--- src/rtl/pipe_pkg.sv ---
// Shared types and constants for the valid/ready pipeline stage registers.
// Stage payload widths are the concatenated field widths of each boundary.
package pipe_pkg;

    typedef enum logic [1:0] {
        EMPTY = 2'd0,
        ONE   = 2'd1,
        FULL  = 2'd2
    } skid_state_t;

    typedef enum logic [1:0] {
        MAIN_HOLD      = 2'd0,
        MAIN_LOAD_IN   = 2'd1,
        MAIN_LOAD_SKID = 2'd2,
        MAIN_CLEAR     = 2'd3
    } main_op_t;

    typedef enum logic [1:0] {
        SKID_HOLD    = 2'd0,
        SKID_LOAD_IN = 2'd1,
        SKID_CLEAR   = 2'd2
    } skid_op_t;

    // A zero instruction word decodes as a NOP, so zeroed bubbles are harmless.
    localparam bit NOP_PAYLOAD_ZERO = 1'b1;

    localparam int IFID_W            = 64;
    localparam int IDEX_W            = 197;
    localparam int EXMEM_W           = 101;
    localparam int MEMWB_W           = 69;
    localparam int DEFAULT_PAYLOAD_W = IDEX_W;

endpackage

--- src/rtl/pipe_skid_stage_sat_counter.sv ---
// Saturating event counter: counts cycles where inc is high, sticks at all-ones.
// Cleared only by the synchronous active-low reset.
module sat_counter #(
    parameter int CNT_W = 16
) (
    input  logic             clk,
    input  logic             reset_n,
    input  logic             inc,
    output logic [CNT_W-1:0] cnt
);

    localparam logic [CNT_W-1:0] CNT_MAX = {CNT_W{1'b1}};
    localparam logic [CNT_W-1:0] CNT_ONE = {{(CNT_W-1){1'b0}}, 1'b1};

    logic [CNT_W-1:0] cnt_r;

    // Count register with saturation at all-ones.
    always_ff @(posedge clk) begin
        if (!reset_n) begin
            cnt_r <= {CNT_W{1'b0}};
        end else if (inc && (cnt_r != CNT_MAX)) begin
            cnt_r <= cnt_r + CNT_ONE;
        end else begin
            cnt_r <= cnt_r;
        end
    end

    assign cnt = cnt_r;

endmodule

--- src/rtl/pipe_skid_stage.sv ---
// Valid/ready pipeline stage register with a 2-entry skid buffer, flush with
// optional bubble zeroing, and saturating stall/bubble performance counters.
module pipe_skid_stage
    import pipe_pkg::*;
#(
    parameter int PAYLOAD_W   = DEFAULT_PAYLOAD_W,
    parameter bit ZERO_BUBBLE = NOP_PAYLOAD_ZERO,
    parameter int CNT_W       = 16
) (
    input  logic                 clk,
    input  logic                 reset_n,
    input  logic                 flush,
    input  logic                 in_valid,
    output logic                 in_ready,
    input  logic [PAYLOAD_W-1:0] in_data,
    output logic                 out_valid,
    input  logic                 out_ready,
    output logic [PAYLOAD_W-1:0] out_data,
    output logic [CNT_W-1:0]     stall_cnt,
    output logic [CNT_W-1:0]     bubble_cnt
);

    // Clearing main whenever the stage drains keeps out_data at zero while
    // out_valid=0 without a mask after the register.
    localparam main_op_t MAIN_DROP = ZERO_BUBBLE ? MAIN_CLEAR : MAIN_HOLD;
    localparam skid_op_t SKID_DROP = ZERO_BUBBLE ? SKID_CLEAR : SKID_HOLD;

    skid_state_t          state_r;
    skid_state_t          state_next_s;
    logic                 in_ready_r;
    logic                 out_valid_r;
    logic [PAYLOAD_W-1:0] main_r;
    logic [PAYLOAD_W-1:0] skid_r;
    main_op_t             main_op_s;
    skid_op_t             skid_op_s;
    logic                 in_xfer_s;
    logic                 out_xfer_s;

    assign in_xfer_s  = in_valid & in_ready_r;
    assign out_xfer_s = out_valid_r & out_ready;

    // State register; handshake outputs are flopped from the next state.
    always_ff @(posedge clk) begin
        if (!reset_n) begin
            state_r     <= EMPTY;
            in_ready_r  <= 1'b1;
            out_valid_r <= 1'b0;
        end else begin
            state_r     <= state_next_s;
            in_ready_r  <= (state_next_s != FULL);
            out_valid_r <= (state_next_s != EMPTY);
        end
    end

    // Next-state logic; flush overrides every transfer.
    always_comb begin
        state_next_s = state_r;
        if (flush) begin
            state_next_s = EMPTY;
        end else begin
            case (state_r)
                EMPTY: begin
                    if (in_xfer_s) state_next_s = ONE;
                    else           state_next_s = EMPTY;
                end
                ONE: begin
                    if (in_xfer_s && !out_xfer_s)      state_next_s = FULL;
                    else if (!in_xfer_s && out_xfer_s) state_next_s = EMPTY;
                    else                               state_next_s = ONE;
                end
                FULL: begin
                    if (out_xfer_s) state_next_s = ONE;
                    else            state_next_s = FULL;
                end
                default: state_next_s = EMPTY;
            endcase
        end
    end

    // Datapath control decoded from the current state and transfers.
    always_comb begin
        main_op_s = MAIN_HOLD;
        skid_op_s = SKID_HOLD;
        if (flush) begin
            main_op_s = MAIN_DROP;
            skid_op_s = SKID_DROP;
        end else begin
            case (state_r)
                EMPTY: begin
                    if (in_xfer_s) main_op_s = MAIN_LOAD_IN;
                    else           main_op_s = MAIN_HOLD;
                end
                ONE: begin
                    if (in_xfer_s && out_xfer_s) main_op_s = MAIN_LOAD_IN;
                    else if (in_xfer_s)          skid_op_s = SKID_LOAD_IN;
                    else if (out_xfer_s)         main_op_s = MAIN_DROP;
                    else                         main_op_s = MAIN_HOLD;
                end
                FULL: begin
                    if (out_xfer_s) begin
                        main_op_s = MAIN_LOAD_SKID;
                        skid_op_s = SKID_DROP;
                    end else begin
                        main_op_s = MAIN_HOLD;
                    end
                end
                default: begin
                    main_op_s = MAIN_CLEAR;
                    skid_op_s = SKID_CLEAR;
                end
            endcase
        end
    end

    // Main and skid payload registers.
    always_ff @(posedge clk) begin
        if (!reset_n) begin
            main_r <= {PAYLOAD_W{1'b0}};
            skid_r <= {PAYLOAD_W{1'b0}};
        end else begin
            case (main_op_s)
                MAIN_LOAD_IN:   main_r <= in_data;
                MAIN_LOAD_SKID: main_r <= skid_r;
                MAIN_CLEAR:     main_r <= {PAYLOAD_W{1'b0}};
                default:        main_r <= main_r;
            endcase
            case (skid_op_s)
                SKID_LOAD_IN: skid_r <= in_data;
                SKID_CLEAR:   skid_r <= {PAYLOAD_W{1'b0}};
                default:      skid_r <= skid_r;
            endcase
        end
    end

    assign in_ready  = in_ready_r;
    assign out_valid = out_valid_r;
    assign out_data  = main_r;

    sat_counter #(.CNT_W(CNT_W)) u_stall_cnt (
        .clk     (clk),
        .reset_n (reset_n),
        .inc     (out_valid_r & ~out_ready),
        .cnt     (stall_cnt)
    );

    sat_counter #(.CNT_W(CNT_W)) u_bubble_cnt (
        .clk     (clk),
        .reset_n (reset_n),
        .inc     (~out_valid_r),
        .cnt     (bubble_cnt)
    );

endmodule

--- config.mk ---
export PLATFORM = sky130hd
export DESIGN_NAME = pipe_skid_stage
export DESIGN_NICKNAME = d
export VERILOG_FILES = /design/src/rtl/pipe_pkg.sv /design/src/rtl/pipe_skid_stage_sat_counter.sv /design/src/rtl/pipe_skid_stage.sv
export SDC_FILE = /design/constraint.sdc
export NUM_CORES = 1
export LEC_CHECK = 0
export CORE_MARGIN = 4
export CORE_UTILIZATION = 55
export CTS_BUF_LIST = sky130_fd_sc_hd__clkbuf_4
export DETAILED_ROUTE_END_ITERATION = 7
export PLACE_DENSITY = 0.87
export SYNTH_ARGS = -nofsm -noshare
export SYNTH_HDL_FRONTEND = slang
export SYNTH_SLANG_ARGS = --single-unit
--- constraint.sdc ---
create_clock -name clk -period 7.63 [get_ports clk]
set_clock_uncertainty 0.05 [all_clocks]
set_input_delay 1.526 -clock clk [delete_from_list [all_inputs] [get_ports clk]]
set_output_delay 1.526 -clock clk [all_outputs]
set_load 0.02 [all_outputs]
==> results of run 1 <==
## cell families after synthesis
logic type                 share of synthesized area, %
buffers and inverters                             4.419
and+or+nand+nor                                   19.80
muxes                                             11.61
AOI/OAI and AO/OA                                 12.77
DFF                                               50.16
adders and majority gates                        0.2188
xor gates and xnor gates                          1.021
## stage by stage
step                      util (%)  setup WS (ps)  instances
after floorplan                  -           4003       1918
after global placement       69.87           2488       2600
after detailed placement     69.87           2384       2600
after CTS                    74.19           3023       2789
after global routing         74.25           2689       2797
final                        74.26           2851       2798
## worst max-delay path, stage by stage
cell	delay [ps]
sky130_fd_sc_hd__clkdlybuf4s50_1	640
sky130_fd_sc_hd__nand2_1	160
sky130_fd_sc_hd__a21oi_1	410
sky130_fd_sc_hd__ha_4	930
sky130_fd_sc_hd__buf_4	930
sky130_fd_sc_hd__nor3b_1	190
sky130_fd_sc_hd__a21oi_1	290
sky130_fd_sc_hd__nor2_1	70
## routing by layer
layer  up-vias  global-route usage (%)
li1       7485                       -
met1      7461                   33.17
met2       671                   46.04
met3       152                   8.289
met4         0                   17.35
met5         -                       0
## flip-flops by register name, summed over array words and instances (netlist names)
register and flops:
in_ready 1, out_data 197, out_valid 1, skid_r 197, state_r 2, u_bubble_cnt.cnt 16, u_stall_cnt.cnt 16
## synth_stat cells (all sizes together) (11+ instances only)
| cell | number |
|---|---|
| dfxtp | 430 |
| nor2 | 227 |
| nand2 | 214 |
| o21ai | 205 |
| mux2i | 199 |
| a21oi | 188 |
| nor3b | 180 |
| clkbuf | 116 |
| buf | 42 |
| a22oi | 19 |
| nand3 | 14 |
| nand4 | 13 |
| xor2 | 11 |
## final cells by class
class | count | share of cell area (%)
Clock inverter | 25 | 0.4120
Inverter | 4 | 0.08790
Clock buffer | 164 | 5.406
Timing Repair Buffer | 444 | 19.60
Multi-Input combinational cell | 1326 | 34.42
Sequential cell | 430 | 37.80
Antenna cell | 9 | 0.09888
Tap cell | 396 | 2.175
## worst paths after layout
| check | slack [ps] | cells after the start | to |
|---|---|---|---|
| worst max-delay path | 2850 | 8 | skid_r[49]$_SDFFE_PN0P_ |
| worst min-delay path | 440 | 2 | skid_r[44]$_SDFFE_PN0P_ |
| worst max register to register | 3810 | 8 | skid_r[49]$_SDFFE_PN0P_ |
| worst min register to register | 440 | 2 | skid_r[44]$_SDFFE_PN0P_ |
## power by group
| group | switching [uW] | internal [uW] | total, uW |
|---|---|---|---|
| registers | 57.4 | 2350 | 2400 |
| logic | 375 | 313 | 688 |
| clock network | 898 | 971 | 1870 |
==> results.toml, run 1 <==
[run_status]
status = "finished, final reports clean"

[critical_path]
endpoint_class_of_the_critical_path = "flop"
worst-endpoint-required_ps = 8130
critical_path.startpoint = "out_ready"
worst_ep_arrival_time_ps = 5280
crit-reg2reg-launch = "out_valid$_SDFF_PN0_"
worstSetupStartpointType = "input pin"
critical_path_peak_fanout = 90
critPathKind = "in -> reg"

[synth]
yosys_warnings = 0
largest_cells_by_area_after_synthesis = "sky130_fd_sc_hd__dfxtp_1 50%, sky130_fd_sc_hd__mux2i_1 12%, sky130_fd_sc_hd__nor3b_1 7.9%"
mappedNetlistNets = 2123
synth_area_per_cell_um2 = 8.947
fraction_of_the_yosys_area_taken_by_sequential_cells_pct = 50.16
yosys.cell_types.count = 45
synth.ff_latch_count = 430
gate_count_of_the_mapped_netlist = 1918
synth.top_cell.area_share_pct = 50.16
synth_top_cell_by_area = "sky130_fd_sc_hd__dfxtp_1"
syn_area_um2 = 17160
synth-edff-count = 0
synth_flop_cell = "sky130_fd_sc_hd__dfxtp_1"
postSynth.asyncResetShare_pct = 0

[clock_network]
h-tree-depth = 3
cts_sinks = 430
cts_tree = "yes"
cts_hold_repair.buffers = 0
clk_pin_slew_worst_paths_ps = 60
cts-root-to-sink-buffers = 3
cts_repair_resize_count = 0
clock_insertion_delay_worst_skew_ps = 730
tritoncts.num_buffers = 108
post-cts-setup-buffer-count = 0
clockRootBuffer = "sky130_fd_sc_hd__clkbuf_4"

[drt]
drtIter0Drc = 1134
routed-via-count = 15770
drc = 0
routed_wire_length_per_instance_um = 18.15
firstDrtPassIters = 6
route.antenna.remaining_nets = 0
route.layer.met1.wl_mm = 19.41
met3_wirelength_mm = 4.345
wirelength_mm = 50.78
dr_wl_met2_mm = 24.07
top_signal_layer_used = "met4"
post_drt_via_cell_ratio = 5.636

[global_route]
global_route.usage.total_pct = 28.36
largest_net_degree_at_the_start_of_global_routing = 198
grt_first_pass_wirelength_mm = 79.36
first_global_vias = 15640
global_route.overflow_total = 0
grt_antenna_before_repair = 8

[timing]
rsz_0062_raised_after_global_routing = "false"
timing.setup.tns_ps = 0
final.period_utilization_pct = 62.63
holdWs_ps = 437.4
actual_transition_at_the_worst_max_transition_pin_ps = 1320
slew_headroom_pct = 11.91
final-hold-violation-count = 0
timing.final.crit_period_ps = 4779
final-setup-viol-count = 0
drv_slew = 0
fmax_ghz = 0.2093

[power_and_ir_drop]
ir_worst_vdd_v = 0.0001605
powerDensity_nw_per_um2 = 217.8
power_leakage_uw = 0.008903
fin_total_pwr_uw = 4960

[place]
dp_hpwl_mm = 31.52
gp_congestion = 0.8623
dpl_cell_area_um2 = 21430
input_output_buffers = 432

[final_layout]
area.growth.synth_to_final_pct = 32.72
final_nets = 2519
multi_input_area_um2 = 7840
layout.area.seq_um2 = 8608
finish.instance_area_um2 = 22780
mostFrequentLayoutCells = "432 x sky130_fd_sc_hd__clkdlybuf4s50_1, 430 x sky130_fd_sc_hd__dfxtp_1, 226 x sky130_fd_sc_hd__nor2_1, 213 x sky130_fd_sc_hd__nand2_1, 199 x sky130_fd_sc_hd__mux2i_1"
layout_commonest_cell = "sky130_fd_sc_hd__clkdlybuf4s50_1"
fillCellCount = 2185
drive_gt1_share_pct = 7.814

[floorplan]
floorplan.die_area_um2 = 34090
initial_core_util_pct = 55.95
io_pins = 433
fp.dieW_um = 184.6
die_h_um = 184.6
placeable_area_um2 = 30670
row_count = 64

[hold_path]
worst_hold_start = "skid_r[44]$_SDFFE_PN0P_"
type_of_the_worst_min_delay_path = "reg -> reg"

[flow_run]
cap_viol_max_count = 0
No activity file was read; power rests on OpenSTA's default activity.
==> inputs of run 2 (changes only) <==
CORE_UTILIZATION = 51   (was 55)
PLACE_DENSITY = 0.82   (was 0.87)
clock period = 4.5 ns   (was 7.63 ns; I/O delays follow)
==> run 2 against run 1 <==
Against the previous run: cell area is 1.5% higher; register-to-register slack worse by 2200 ps; critical endpoint is now out_valid; sequential share of layout area fell by 0.57 points; final cell count up 2.1%; combinational power up 73%.
==> results.toml, run 2 (synthesized netlist as in run 1, its figures left out) <==
[timing]
timing.final.crit_period_ps = 3150
actual_transition_at_the_worst_max_transition_pin_ps = 1229
final.period_utilization_pct = 70.01
fmax_ghz = 0.3174
timing.setup.tns_ps = 0
rsz_0062_raised_after_global_routing = "false"
drv_slew = 0
slew_headroom_pct = 18.09
final-hold-violation-count = 0
final-setup-viol-count = 0

[critical_path]
crit_path_top_delay_cell = "sky130_fd_sc_hd__clkdlybuf4s50_1"
worstSetupStartpointType = "flop"
critPathKind = "reg -> out"
path_delay_family = "buffers and inverters"
crit_path_max_incr_delay_ps = 730
critPathBufInv = 1
worst_ep_arrival_time_ps = 2200
critical_path.cell_chain = "clkdlybuf4s50_1"
endpoint_class_of_the_critical_path = "output pin"
worst-endpoint-required_ps = 3550
critical_path_peak_fanout = 14

[drt]
drtIter0Drc = 975
firstDrtPassIters = 5
wirelength_mm = 50.67
post_drt_via_cell_ratio = 5.439
route.antenna.remaining_nets = 0
routed-via-count = 15540
routed_wire_length_per_instance_um = 17.73
drc = 0

[global_route]
global_route.usage.total_pct = 26.20
grt_first_pass_wirelength_mm = 78.23
global_route.overflow_total = 0
first_global_vias = 15230
grt_antenna_before_repair = 13
largest_net_degree_at_the_start_of_global_routing = 226

[power_and_ir_drop]
p_comb_share_pct = 13.8
power.share.clock_pct = 38.7
pwr-share-seq_pct = 47.5
net-switching-power_uw = 2254
ir_worst_vdd_v = 0.0002653
power_leakage_uw = 0.009036
netSwitchingFraction_pct = 26.24
powerDensity_nw_per_um2 = 371.6
fin_total_pwr_uw = 8592
cell_int_power_uw = 6338

[floorplan]
io_pins = 433
fp.dieW_um = 191.4
placeable_area_um2 = 32870
row_count = 66
die_h_um = 191.4
initial_core_util_pct = 52.21
floorplan.die_area_um2 = 36650

[final_layout]
drive_gt1_share_pct = 8.792
mostFrequentLayoutCells = "432 x sky130_fd_sc_hd__clkdlybuf4s50_1, 430 x sky130_fd_sc_hd__dfxtp_1, 226 x sky130_fd_sc_hd__nor2_1, 213 x sky130_fd_sc_hd__nand2_1, 199 x sky130_fd_sc_hd__mux2i_1"
fillCellCount = 2564
layout_commonest_cell = "sky130_fd_sc_hd__clkdlybuf4s50_1"
area.growth.synth_to_final_pct = 34.76
final_nets = 2534

[clock_network]
post-cts-setup-buffer-count = 0
clock_insertion_delay_worst_skew_ps = 800
cts_sinks = 430
clockRootBuffer = "sky130_fd_sc_hd__clkbuf_4"
cts-root-to-sink-buffers = 3
h-tree-depth = 3
tritoncts.num_buffers = 110
cts_hold_repair.buffers = 0
cts_tree = "yes"
cts_repair_resize_count = 0
clk_pin_slew_worst_paths_ps = 60

[place]
gp_congestion = 0.8145
input_output_buffers = 432
dp_hpwl_mm = 32.45

[hold_path]
type_of_the_worst_min_delay_path = "reg -> reg"

[run_status]
status = "finished, final reports clean"

[flow_run]
cap_viol_max_count = 0
## run 2: cell count changes in the layout (fill, tap and decap cells not counted)
cell and delta:
sky130_fd_sc_hd__clkinv_1 -17, sky130_fd_sc_hd__buf_4 +4, sky130_fd_sc_hd__clkinvlp_4 +3, sky130_fd_sc_hd__bufinv_16 +2
sky130_fd_sc_hd__buf_12 +9, sky130_fd_sc_hd__clkbuf_4 +6, sky130_fd_sc_hd__diode_2 +7
## run 2: final timing paths
kind | cells past startpoint | startpoint | slack (ps) | endpoint
setup reg to reg | 7 | out_valid$_SDFF_PN0_ | 1600 | skid_r[129]$_SDFFE_PN0P_
hold reg to reg | 2 | skid_r[159]$_SDFFE_PN0P_ | 440 | skid_r[159]$_SDFFE_PN0P_
setup / recovery | 1 | out_valid$_SDFF_PN0_ | 1350 | out_valid
hold / removal | 2 | skid_r[159]$_SDFFE_PN0P_ | 440 | skid_r[159]$_SDFFE_PN0P_
## run 2: through the flow
stage                     std cells  utilization, %  setup slack (ps)  hold slack, ps  area (um2)
after floorplan                1918               -              1499           406.2       17160
after global placement         2659           66.01             842.5           417.5       21700
after detailed placement       2659           66.01             770.3           426.7       21700
after CTS                      2842           70.24              1292           442.2       23080
after global routing           2858           70.36              1195           457.9       23120
final                          2858           70.36              1350           438.9       23120
## run 2: power groups by stage
stage               Combinational, uW  Sequential (uW)  Clock, uW
finish                           1190             4080       3330
CTS                              1190             4080       3400
detailed placement               1180             4160          0
global placement                 1150             4150          0
global route                     1280             4090       3620
floorplan                         599             4220          0
## run 2: routing by layer
metal / track usage [%] / share of wire, %
met1: 30.24 / 39
met2: 43.51 / 49
met3: 8.601 / 8.2
met4: 13.37 / 4.2
met5: 0 / 0.016
## run 2: area by class of cell
class	count	area, um2	area share, %
antenna	16	40.04	0.1731
timing repair buffer	457	4674	20.21
clock inverter	13	112.6	0.4870
multi-input combinational	1326	7840	33.90
clock buffer	170	1276	5.519
sequential	430	8608	37.23
inverter	4	20.02	0.08657
tap	442	553.0	2.392
==> inputs of run 3 (changes only) <==
CORE_UTILIZATION = 46   (was 51)
PLACE_DENSITY = 0.78   (was 0.82)
clock period = 2.7 ns   (was 4.5 ns; I/O delays follow)
==> run 3 against run 2 <==
Against the previous run: flip-flop and latch count did not move; global-route usage shrank 1.7 points; die area rose by 10%; sequential power is 67% higher; register-to-register slack lost 1200 ps; routed wire length increased by 1.3%; critical path depth grew 1; combinational power up 80%; worst setup slack worse by 1200 ps; utilization fell by 5.8 points; final cell count grew 2.2%; non-clock buffer count grew 49; largest power group unchanged.
==> results.toml, run 3 (synthesized netlist as in run 1, its figures left out) <==
[timing]
final-setup-viol-count = 0
drv_slew = 0
timing.final.crit_period_ps = 2538
fmax_ghz = 0.3940
actual_transition_at_the_worst_max_transition_pin_ps = 653.9
slew_headroom_pct = 56.03
rsz_0062_raised_after_global_routing = "false"
final-hold-violation-count = 0
final.period_utilization_pct = 93.99

[critical_path]
critPathKind = "reg -> out"
worstSetupStartpointType = "flop"
crit-reg2reg-launch = "in_ready$_SDFF_PN1_"
path_delay_family = "buffers and inverters"
endpoint_class_of_the_critical_path = "output pin"
critical_path_peak_fanout = 13
worst-endpoint-required_ps = 2110
worst_ep_arrival_time_ps = 1950
critical_path.cell_chain = "buf_4 > clkdlybuf4s50_1"
crit_path_top_delay_cell = "sky130_fd_sc_hd__clkdlybuf4s50_1"
critical_path.startpoint = "out_valid$_SDFF_PN0_"
crit_path_max_incr_delay_ps = 630
critPathBufInv = 2

[floorplan]
row_count = 70
io_pins = 433
die_h_um = 201.1
fp.dieW_um = 201.1
floorplan.die_area_um2 = 40460
initial_core_util_pct = 46.76
placeable_area_um2 = 36700

[final_layout]
mostFrequentLayoutCells = "432 x sky130_fd_sc_hd__clkdlybuf4s50_1, 430 x sky130_fd_sc_hd__dfxtp_1, 226 x sky130_fd_sc_hd__nor2_1, 213 x sky130_fd_sc_hd__nand2_1, 199 x sky130_fd_sc_hd__mux2i_1"
final_nets = 2581
drive_gt1_share_pct = 10.08
layout_commonest_cell = "sky130_fd_sc_hd__clkdlybuf4s50_1"
fillCellCount = 2990
area.growth.synth_to_final_pct = 38.02
finish.instance_area_um2 = 23690

[drt]
met3_wirelength_mm = 3.567
top_signal_layer_used = "met4"
wirelength_mm = 51.34
drtIter0Drc = 770
route.layer.met1.wl_mm = 20.48
post_drt_via_cell_ratio = 5.402
route.antenna.remaining_nets = 0
firstDrtPassIters = 5
drc = 0
routed-via-count = 15780
routed_wire_length_per_instance_um = 17.58
dr_wl_met2_mm = 25.27

[clock_network]
clk_pin_slew_worst_paths_ps = 70
cts_repair_resize_count = 0
tritoncts.num_buffers = 108
h-tree-depth = 3
clock_insertion_delay_worst_skew_ps = 780
clockRootBuffer = "sky130_fd_sc_hd__clkbuf_4"
cts_hold_repair.buffers = 0
post-cts-setup-buffer-count = 0
cts-root-to-sink-buffers = 3
cts_sinks = 430
cts_tree = "yes"

[global_route]
grt_first_pass_wirelength_mm = 82.70
global_route.overflow_total = 0
grt_antenna_before_repair = 2
largest_net_degree_at_the_start_of_global_routing = 118
global_route.usage.total_pct = 24.46
first_global_vias = 16090

[power_and_ir_drop]
power_leakage_uw = 0.009335
ir_worst_vdd_v = 0.0004049
powerDensity_nw_per_um2 = 599.3
fin_total_pwr_uw = 14200

[place]
gp_congestion = 0.8322
input_output_buffers = 432
dp_hpwl_mm = 34.57
dpl_cell_area_um2 = 22370

[hold_path]
type_of_the_worst_min_delay_path = "in -> reg"
worst_hold_start = "in_data[31]"

[run_status]
status = "finished, final reports clean"

[flow_run]
cap_viol_max_count = 0
-- run 3: cell types whose count changed in the layout (fill, tap and decap cells not counted), sizes merged --
cell      change
buf          +49
clkinv       +20
clkbuf       -18
diode        -14
inv           +2
bufinv        -1
clkinvlp      -1
-- run 3: layout make-up --
class,count,area [um2],area share [%]
Sequential cell,430,8608,36.34
Inverter,4,20.02,0.08452
Tap cell,468,585.6,2.472
Multi-Input combinational cell,1326,7840,33.10
Clock inverter,33,167.7,0.7079
Antenna cell,2,5.005,0.02113
Clock buffer,152,1141,4.818
Timing Repair Buffer,506,5318,22.45
-- run 3: tightest hold or removal path, cell delays in order --
cell and delay, ps:
sky130_fd_sc_hd__clkdlybuf4s50_1 410, sky130_fd_sc_hd__nand2_1 60, sky130_fd_sc_hd__o21ai_0 60
-- run 3: path summary, 6_finish.rpt --
path	slack [ps]	endpoint	cells past startpoint
setup / recovery	160	out_valid	2
setup reg to reg	370	skid_r[65]$_SDFFE_PN0P_	9
hold reg to reg	440	skid_r[134]$_SDFFE_PN0P_	2
hold / removal	270	out_data[31]$_SDFFE_PN0P_	3
-- run 3: routing by layer --
layer	vias to the layer above	GRT usage, %
met5	-	0
met1	7498	28.80
met4	0	11.95
li1	7598	-
met2	562	41.28
met3	121	6.720
-- run 3: power breakdown --
group,switching [uW],total (uW),leakage [uW],internal [uW]
clock network,2580,5250,0.000778,2680
registers,170,6800,0.00350,6630
logic,1090,2140,0.00506,1050
total,3840,14200,0.00933,10400
-- run 3: stage by stage --
stage / TNS [ps] / hold WS (ps) / cells / worst slack (ps) / util [%]
after floorplan: 0 / 406.2 / 1918 / 58.62 / -
after global placement: -30570 / 418.0 / 2734 / -195.6 / 60.96
after detailed placement: -36470 / 426.8 / 2734 / -247.2 / 60.96
after CTS: 0 / 170.9 / 2919 / 71.92 / 64.53
after global routing: 0 / 228.3 / 2921 / 41.91 / 64.54
final: 0 / 272.6 / 2921 / 162.2 / 64.54
